File: src/rtl/mul_div_unit.sv
// Multi-cycle signed multiply/divide engine: shift-add multiply and restoring divide
// on operand magnitudes, followed by one sign-correction cycle.
module mul_div_unit #(
  parameter int unsigned WIDTH = 16
) (
  input  logic             clk,
  input  logic             rst_n,
  input  logic             start,
  input  logic [1:0]       multiDiv,
  input  logic [WIDTH-1:0] op_a,
  input  logic [WIDTH-1:0] op_b,
  output logic             busy,
  output logic             done,
  output logic [WIDTH-1:0] result_lo,
  output logic [WIDTH-1:0] result_hi,
  output logic             div_by_zero
);

  localparam int unsigned CntW = $clog2(WIDTH);

  localparam logic [1:0] StIdle = 2'd0;
  localparam logic [1:0] StCalc = 2'd1;
  localparam logic [1:0] StFix  = 2'd2;
  localparam logic [1:0] StDone = 2'd3;

  logic [1:0]         state_q, state_d;
  logic               is_div_q, is_div_d;
  logic               sign_a_q, sign_a_d;
  logic               sign_b_q, sign_b_d;
  logic [WIDTH-1:0]   a_mag_q, a_mag_d;
  logic [WIDTH-1:0]   b_mag_q, b_mag_d;
  logic [2*WIDTH-1:0] acc_q, acc_d;
  logic [CntW-1:0]    cnt_q, cnt_d;
  logic [WIDTH-1:0]   lo_q, lo_d;
  logic [WIDTH-1:0]   hi_q, hi_d;
  logic               dbz_q, dbz_d;

  logic               accept;
  logic               negate;
  logic [WIDTH-1:0]   acc_hi, acc_lo;
  logic [WIDTH:0]     mul_sum;
  logic [WIDTH:0]     div_shift;
  logic [WIDTH:0]     div_trial;
  logic [2*WIDTH-1:0] prod;

  assign acc_hi = acc_q[2*WIDTH-1:WIDTH];
  assign acc_lo = acc_q[WIDTH-1:0];
  assign negate = sign_a_q ^ sign_b_q;

  always_comb begin
    state_d  = state_q;
    is_div_d = is_div_q;
    sign_a_d = sign_a_q;
    sign_b_d = sign_b_q;
    a_mag_d  = a_mag_q;
    b_mag_d  = b_mag_q;
    acc_d    = acc_q;
    cnt_d    = cnt_q;
    lo_d     = lo_q;
    hi_d     = hi_q;
    dbz_d    = dbz_q;

    accept = ((state_q == StIdle) || (state_q == StDone)) && start &&
             ((multiDiv == 2'b01) || (multiDiv == 2'b10));

    // Multiply: low half holds the remaining multiplier bits, product grows in from the top.
    mul_sum   = {1'b0, acc_hi} + {1'b0, (acc_lo[0] ? a_mag_q : {WIDTH{1'b0}})};
    // Divide: high half is the partial remainder, low half shifts dividend out / quotient in.
    div_shift = {acc_hi, acc_lo[WIDTH-1]};
    div_trial = div_shift - {1'b0, b_mag_q};
    prod      = negate ? -acc_q : acc_q;

    case (state_q)
      StCalc: begin
        if (is_div_q) begin
          if (!div_trial[WIDTH]) begin
            acc_d = {div_trial[WIDTH-1:0], acc_lo[WIDTH-2:0], 1'b1};
          end else begin
            acc_d = {div_shift[WIDTH-1:0], acc_lo[WIDTH-2:0], 1'b0};
          end
        end else begin
          acc_d = {mul_sum, acc_lo[WIDTH-1:1]};
        end
        cnt_d = cnt_q + 1'b1;
        if (cnt_q == CntW'(WIDTH - 1)) begin
          state_d = StFix;
        end
      end
      StFix: begin
        state_d = StDone;
        dbz_d   = 1'b0;
        if (!is_div_q) begin
          hi_d = prod[2*WIDTH-1:WIDTH];
          lo_d = prod[WIDTH-1:0];
        end else if (b_mag_q == '0) begin
          lo_d  = '1;
          hi_d  = sign_a_q ? -a_mag_q : a_mag_q;
          dbz_d = 1'b1;
        end else begin
          lo_d = negate ? -acc_lo : acc_lo;
          hi_d = sign_a_q ? -acc_hi : acc_hi;
        end
      end
      default: begin
        state_d = StIdle;
        if (accept) begin
          state_d  = StCalc;
          is_div_d = multiDiv[1];
          sign_a_d = op_a[WIDTH-1];
          sign_b_d = op_b[WIDTH-1];
          a_mag_d  = op_a[WIDTH-1] ? -op_a : op_a;
          b_mag_d  = op_b[WIDTH-1] ? -op_b : op_b;
          acc_d    = {{WIDTH{1'b0}}, (multiDiv[1] ? a_mag_d : b_mag_d)};
          cnt_d    = '0;
        end
      end
    endcase
  end

  always_ff @(posedge clk) begin
    if (!rst_n) begin
      state_q  <= StIdle;
      is_div_q <= 1'b0;
      sign_a_q <= 1'b0;
      sign_b_q <= 1'b0;
      a_mag_q  <= '0;
      b_mag_q  <= '0;
      acc_q    <= '0;
      cnt_q    <= '0;
      lo_q     <= '0;
      hi_q     <= '0;
      dbz_q    <= 1'b0;
    end else begin
      state_q  <= state_d;
      is_div_q <= is_div_d;
      sign_a_q <= sign_a_d;
      sign_b_q <= sign_b_d;
      a_mag_q  <= a_mag_d;
      b_mag_q  <= b_mag_d;
      acc_q    <= acc_d;
      cnt_q    <= cnt_d;
      lo_q     <= lo_d;
      hi_q     <= hi_d;
      dbz_q    <= dbz_d;
    end
  end

  assign busy        = (state_q == StCalc) || (state_q == StFix);
  assign done        = (state_q == StDone);
  assign result_lo   = lo_q;
  assign result_hi   = hi_q;
  assign div_by_zero = dbz_q;

endmodule

File: config.mk
export PLATFORM = sky130hd
export DESIGN_NAME = mul_div_unit
export DESIGN_NICKNAME = d
export VERILOG_FILES = /design/src/rtl/mul_div_unit.sv
export SDC_FILE = /design/constraint.sdc
export NUM_CORES = 1
export LEC_CHECK = 0
export CORE_MARGIN = 1
export CORE_UTILIZATION = 40
export DETAILED_ROUTE_END_ITERATION = 10
export GPL_TIMING_DRIVEN = 0
export PLACE_DENSITY = 0.62
export SLEW_MARGIN = 40
export SYNTH_ARGS = -nofsm -noshare
export SYNTH_HDL_FRONTEND = slang
export SYNTH_SLANG_ARGS = --single-unit
File: constraint.sdc
create_clock -name clk -period 3 [get_ports clk]
set_input_delay 0.6 -clock clk [delete_from_list [all_inputs] [get_ports clk]]
set_output_delay 0.6 -clock clk [all_outputs]
set_load 0.02 [all_outputs]
# Yosys cells after proc, flatten, opt, wreduce, memory -nomap -nowiden
# Cells that the tools add are included.
# word_totals
register_bits	106
# op_classes
add_sub_neg	9
eq_ne	7
n_mux	23
n_bitwise	3
n_reduce_logical	11
# ops
op	count
two-way mux 16 bit	11
two-way mux 32 bit	4
negation 16 bit	5
case mux 32 bit (2 select lines)	1
negation 32 bit	1
adder 16 x 16 -> 17 bit	1
subtractor 17 x 16 -> 17 bit	1
zero test 16 bit	1
case mux 4 bit (2 select lines)	1
== test 2 bit (second input constant)	3
adder 4 x 1 -> 4 bit (second input constant)	1
== test 2 x 1 -> 1 bit (second input constant)	2
== test 4 bit (second input constant)	1
two-way mux 4 bit	1
case mux 2 bit (2 select lines)	1
AND reduction 2 bit	2
logical OR 1 bit	3
two-way mux 1 bit	3
logical AND 1 bit	2
zero test 2 bit	1
two-way mux 2 bit	1
!= test 2 bit (second input constant)	1
NOT 1 bit	2
nonzero test 2 bit	1
other kinds (2)	2

# Logic depth before layout (Yosys ltp)
# Gate-level depths: netlist of run 1.
# depth
word_depth	6
depth_mapped	14
mapped_depth_nobuf	13

# Least setup slack after synthesis of run 1
# Ideal clock, no wire load.
# synth_path
path_kind	reg2reg
start	register acc_q[15]
end	register acc_q[30]
setup_ns	0.114
arrival_ns	2.709
required_time_ns	2.886
slack_ns	0.177
stages_incl_launch_ff	13
path_buffers	1
cell_sequence	dfxtp_1 -> inv_1 -> ha_1 -> fa_1 -> nor2b_1 -> o2111ai_1 -> nand3_1 -> a31oi_1 -> xnor2_1 -> clkbuf_1 -> o21ai_0 -> a31o_2 -> a21o_1
# synth_via
elab_chain_cells	4
# synth_rtl
element	line_no	rtl
start: declaration	32	logic [2*WIDTH-1:0] acc_q, acc_d;
start signal: assignment	128	acc_q <= '0;
start signal: assignment	140	acc_q <= acc_d;
subtractor 17 x 16 -> 17 bit	70	div_trial = div_shift - {1'b0, b_mag_q};
two-way mux 32 bit	76	if (!div_trial[WIDTH]) begin
two-way mux 32 bit	75	if (is_div_q) begin
case mux 32 bit (2 select lines)	73	case (state_q)
# No other way between the ends.
# A chain may end at the register's enable or synchronous reset.

# Final worst setup path of run 1
# layout_path
start	register b_mag_q[12]
end	register acc_q[17]
# layout_via
elab_chain_cells	4
# layout_rtl
element	line_no	rtl
start: declaration	31	logic [WIDTH-1:0] b_mag_q, b_mag_d;
start signal: assignment	139	b_mag_q <= b_mag_d;
subtractor 17 x 16 -> 17 bit	70	
two-way mux 32 bit	76	
two-way mux 32 bit	75	
case mux 32 bit (2 select lines)	73	
# No other way between the ends.

==> results of run 1 <==
[worst paths after layout]
path / slack [ps] / endpoint / depth (start not counted) / from
worst max-delay path: 70 / acc_q[17] / 11 / b_mag_q[12]
worst min-delay path: 470 / result_hi[3] / 2 / result_hi[3]
worst max register to register: 70 / acc_q[17] / 11 / b_mag_q[12]
worst min register to register: 470 / result_hi[3] / 2 / result_hi[3]
[through the flow]
stage / TNS, ps / utilization / std cells / total power [W] / instance area (um^2)
after floorplan: 0 / - / 1085 / 0.00451 / 8200
after CTS: 0 / 0.476 / 1439 / 0.00708 / 9600
after global placement: -10940 / 0.458 / 1424 / 0.00572 / 9230
after global routing: -58.7 / 0.483 / 1443 / 0.00766 / 9750
after detailed placement: -11230 / 0.459 / 1424 / 0.00577 / 9250
final: 0 / 0.483 / 1443 / 0.00721 / 9750
[power by group]
group	leakage [nW]	total, W	switching, W	internal [W]
Sequential	0.868	0.00209	0.000348	0.00175
Combinational	2.68	0.00387	0.00236	0.00151
Clock	0.145	0.00125	0.000581	0.000671
[routing by layer]
metal  vias up  routed length [um]
met3        53                1990
met1      3869               12200
met2       298               12200
met4         0                 768
li1       4072                   -
met5         -                   0
[sequential cells by signal, indices dropped and copies added (netlist names)]
name / count
a_mag_q: 16
acc_q: 32
b_mag_q: 16
cnt_q: 4
div_by_zero: 1
is_div_q: 1
result_hi: 16
result_lo: 16
sign_a_q: 1
sign_b_q: 1
state_q: 2
[placed cells by master, fill, tap and decap left out, types with 23 or more instances in the layout]
| cell | synthesis | final |
|---|---|---|
| nor2_1 | 111 | 110 |
| dfxtp_1 | 106 | 100 |
| o21ai_0 | 93 | 89 |
| nand2_1 | 86 | 86 |
| a21oi_1 | 79 | 78 |
| clkdlybuf4s50_1 | 0 | 67 |
| clkbuf_1 | 64 | 61 |
| xor2_1 | 56 | 56 |
| a211oi_1 | 46 | 45 |
| xnor2_1 | 44 | 42 |
| inv_1 | 40 | 40 |
| ha_1 | 41 | 38 |
| mux2i_1 | 32 | 32 |
| nor3_1 | 25 | 23 |
[kinds of logic after synthesis]
| group | Yosys count |
|---|---|
| xor gates and xnor gates | 100 |
| adders and majority gates | 43 |
| DFF | 106 |
| muxes | 39 |
| AOI/OAI and AO/OA | 337 |
| buffers and inverters | 118 |
| and+or+nand+nor | 342 |
[layout make-up]
| type | count | area share |
|---|---|---|
| Multi-Input combinational cell | 861 | 0.593 |
| Sequential cell | 106 | 0.219 |
| Timing Repair Buffer | 74 | 0.0756 |
| Tap cell | 270 | 0.0347 |
| Buffer | 77 | 0.0317 |
| Clock buffer | 10 | 0.0245 |
| Inverter | 40 | 0.0154 |
| Clock inverter | 5 | 0.00616 |
[timing repair]
| action | in CTS | in global routing |
|---|---|---|
| pin swaps | 2 | 8 |
| resized for setup | 15 | 31 |
| setup endpoints to repair | 17 | 23 |
| gates cloned | 0 | 0 |
| setup buffers | 1 | 4 |
[worst max-delay path: cells and delay by family, from the launching register on]
kind | cells | cell delay [ps]
DFF | 1 | 370
buffers and inverters | 2 | 290
xor gates and xnor gates | 1 | 160
and+or+nand+nor | 1 | 230
muxes | 1 | 330
AOI/OAI and AO/OA | 5 | 1200
adders and majority gates | 1 | 280
==> flow_metrics.tcl, run 1 <==
set metrics [dict create \
    antennaDiodeCount 0 \
    ys_warn_count 0 \
    clock_sinks 106 \
    dieWidth_um 145 \
    ant_nets 0 \
    p_leak_nw 3.70 \
    boundaryPins 72 \
    synth_simple_gate_area_frac 0.201 \
    finalHoldViolations 0 \
    worstPathMaxFanout 6 \
    synth_mux_area_frac 0.0500 \
    grt_pass1_wl_um 42500 \
    regArea_um2 2130 \
    multiInputGateArea_um2 5780 \
    grt.total_usage 0.258 \
    area_growth_pct 18.9 \
    synth_compound_area_frac 0.261 \
    post-route-period-util 0.977 \
    fin_ws_ps 68.8 \
    synth_top_cell_by_area "dfxtp_1" \
    post_drt_wl_per_cell_um 18.8 \
    hold_path.class "flop to flop" \
    synthTopCellsByArea "dfxtp_1, ha_1, xor2_1, o21ai_0, nor2_1" \
    clock_path_buffers 2 \
    fill_cells 2064 \
    dp_hpwl_um 21300 \
    viasPerCell 5.75 \
    synth_top_area_share 0.259 \
    drv_slew 0 \
    arrival_ps 3220 \
    maxCapViolCount 0 \
    holdBufCountCts 0 \
    grt.busiest_layer "met2" \
    wl_um 27100 \
    first_global_vias 7718 \
    root_buffer "clkbuf_16" \
    clock.fmax_ghz 0.341 \
    synth-async-reset-ratio 0 \
    start_util 0.407 \
    tightest_slew_ps 880 \
    htreeDepth 3 \
    synthXorXnorAreaFrac 0.107 \
    ir_drop_v 0.000364 \
    rsz0062_at_grt "yes" \
    place_ws_ps -881 \
    met3_usage 0.0491 \
    yosys.area_share.adder 0.0674 \
    yosysSeqAreaShare 0.259 \
    yosysUniqueCellTypes 63 \
    synth_seq_cells 106 \
    die_h_um 145 \
    whs_ps 472 \
    row_count 52 \
    routed-via-count 8292 \
    synth_area_um2 8200 \
    post-route-drc-count 0 \
    syn_inst 1085 \
    fin_nets 1249 \
    synth-main-ff-cell "dfxtp_1" \
    setup_viol 0 \
    synthTopCellsByCount "nor2_1, dfxtp_1, o21ai_0, nand2_1, a21oi_1" \
    synth_edf_count 0 \
    crit_slowest_cell "o41a_1" \
    critPathMaxStageDelay_ps 410 \
    synth_top_family_by_area "compound AO/OA/AOI/OAI gates" \
    core_um2 20200 \
    synth_fp_nets 1165 \
    use_met2 0.403 \
    clock-skew-final_ps 11.9 \
    drtPass1Iterations 5 \
    crit_chain "inv_1, ha_4, and3_1, a21boi_0, o41a_1, a31oi_4, xnor2_2, buf_6, mux2_2, a211o_1, a21oi_1" \
    cts_inserted_buffers 9 \
    io_buffers 69 \
    design.die.area_um2 21100 \
    postSynthAreaPerCell_um2 7.56 \
    grt_overflow 0 \
    critPathCaptureType "flop" \
    path_class "flop to flop" \
    antenna_found_initial 0 \
    place_congestion 0.943 \
    yosysMostFrequentCell "nor2_1" \
    period_needed_ps 2930 \
    powerDensity_nw_per_um2 740 \
    grt_max_degree 18 \
    status "finished clean" \
    met1_usage 0.350 \
    layout-drive-gt1-share 0.0708 \
    cts_tree "built" \
    start_kind "flop" \
    clock_latency_ps 370 \
    required_ps 3290 \
    clkTransAtPathRegs_ps 70 \
    relSlewSlack 0.414 \
    drt_iter0_markers 697 \
]
(Power assumes the default switching activity.)
==> run 2: changes to the inputs <==
CAP_MARGIN = 20   (was not set)
GPL_TIMING_DRIVEN = not set   (was 0)
REMOVE_ABC_BUFFERS = 1   (was not set)
==> flow_metrics.tcl, run 2 (synthesized netlist as in run 1, its figures left out) <==
set metrics [dict create \
    fill_cells 2038 \
    cts_inserted_buffers 9 \
    first_global_vias 7617 \
    switchingPower_w 0.00316 \
    crit_end "acc_q[17]" \
    post_drt_wl_per_cell_um 16.7 \
    post-route-drc-count 0 \
    largest_reg_flops 32 \
    area_growth_pct 21.7 \
    dp_hpwl_um 18900 \
    period_needed_ps 2850 \
    setup_viol 0 \
    switching_share 0.444 \
    layout-drive-gt1-share 0.119 \
    grt_max_degree 63 \
    boundaryPins 72 \
    finalHoldViolations 0 \
    die_h_um 145 \
    place_congestion 0.900 \
    htreeDepth 3 \
    clock_sinks 106 \
    p_seq_frac 0.298 \
    pwr-share-comb 0.529 \
    critPathCaptureType "flop" \
    clock_latency_ps 370 \
    p_int_w 0.00396 \
    antennaDiodeCount 0 \
    critPathLaunch "b_mag_q[12]" \
    hold_path.class "flop to flop" \
    path_class "flop to flop" \
    wl_um 24400 \
    dieWidth_um 145 \
    ant_nets 0 \
    io_buffers 71 \
    arrival_ps 3150 \
    cts_tree "built" \
    grt.total_usage 0.234 \
    reg2reg_depth 10 \
    antenna_found_initial 0 \
    clock_path_buffers 2 \
    post-route-period-util 0.950 \
    cts_setup_buffers 0 \
    p_leak_nw 3.98 \
    core_um2 20200 \
    worstPathMaxFanout 6 \
    fin_cells 1456 \
    rsz0062_at_grt "no" \
    regMostFlops "acc_q" \
    routed-via-count 8143 \
    drt_iter0_markers 566 \
    grt_overflow 0 \
    powerDensity_nw_per_um2 713 \
    whs_ps 464 \
    pwr-share-clk 0.173 \
    tightest_slew_ps 778 \
    viasPerCell 5.59 \
    drtPass1Iterations 5 \
    r2r_setup_slack_ps 150 \
    drv_slew 0 \
    layout_common_cells "nor2_1, dfxtp_1, o21ai_0, buf_4, nand2_1" \
    grt_pass1_wl_um 39700 \
    dp_cells 1440 \
    reg2reg_from "b_mag_q[12]" \
    fin_nets 1261 \
    ir_drop_v 0.000443 \
    clock.fmax_ghz 0.351 \
    row_count 52 \
    start_util 0.407 \
    root_buffer "clkbuf_16" \
    final_common_cell "nor2_1" \
    maxCapViolCount 0 \
    r2r-end "acc_q[17]" \
    clock-skew-final_ps 15.0 \
    clkTransAtPathRegs_ps 80 \
    relSlewSlack 0.480 \
    required_ps 3300 \
    status "finished clean" \
    start_kind "flop" \
    design.die.area_um2 21100 \
]
## run 2: cell types whose count changed in the layout (fill, tap and decap cells not counted), moves of 3 or more
cell,delta
clkbuf_1,-61
buf_4,+86
dfxtp_2,-3
clkdlybuf4s50_1,+4
dfxtp_1,+5
buf_1,-9
o21ai_1,-4
inv_8,+3
o21ai_0,+4
## run 2: worst min-delay path by stage
stage                        startpoint            end  slack (ps)  cells after the start
after detailed placement   result_hi[7]   result_hi[7]         460                      2
after floorplan              a_mag_q[0]     a_mag_q[0]         440                      2
after global routing      result_lo[15]  result_lo[15]         500                      2
final                     result_lo[15]  result_lo[15]         460                      2
after CTS                 result_lo[15]  result_lo[15]         470                      2
after global placement    result_lo[15]  result_lo[15]         460                      2
## run 2: metrics by stage
step                      setup TNS (ps)  area, um^2  power, W   util  setup slack [ps]
after detailed placement            -616        9660   0.00587  0.479              -187
final                                  0        9980   0.00712  0.495               149
after floorplan                    -6500        7900   0.00441      -              -714
after global routing                   0        9980   0.00762  0.495              14.4
after CTS                              0        9970   0.00711  0.494              84.8
after global placement              -406        9660   0.00585  0.479              -186
## run 2: timing repair
item,4_1_cts,5_1_grt
gates resized for setup,0,2
endpoints found under the setup margin,0,3
hold buffers,0,0
## run 2: power by group through the flow
| stage | clock, W | sequential (W) | combinational (W) |
|---|---|---|---|
| 4_1_cts | 0.00126 | 0.00212 | 0.00374 |
| 3_3_place_gp | 0 | 0.00214 | 0.00370 |
| 2_1_floorplan | 0 | 0.00225 | 0.00216 |
| 6_report | 0.00123 | 0.00212 | 0.00377 |
| 3_5_place_dp | 0 | 0.00215 | 0.00372 |
| 5_1_grt | 0.00131 | 0.00217 | 0.00415 |
## run 2: worst max-delay path, cell delays in order, from the launching register on
cell      delay (ps)
dfxtp_1          360
inv_1            100
ha_1             370
and3_1           230
a21boi_0         130
o41a_1           380
a31oi_2          200
xnor2_2          180
mux2_2           380
a211o_1          300
a21oi_1          150
## run 2: cell type report
| class | count | area [um^2] | area share |
|---|---|---|---|
| Timing Repair Buffer | 163 | 1410 | 0.142 |
| Multi-Input combinational cell | 861 | 5650 | 0.566 |
| Sequential cell | 106 | 2120 | 0.213 |
| Clock buffer | 9 | 225 | 0.0226 |
| Tap cell | 270 | 338 | 0.0339 |
| Inverter | 40 | 150 | 0.0150 |
| Clock inverter | 7 | 76.3 | 0.00765 |
## run 2: routing by layer
| layer | wire (um) | vias up | GRT usage |
|---|---|---|---|
| met4 | 541 | 0 | 0.0674 |
| met2 | 11600 | 189 | 0.385 |
| li1 | - | 4089 | - |
| met1 | 11400 | 3830 | 0.317 |
| met3 | 877 | 35 | 0.0333 |
| met5 | 0 | - | 0 |
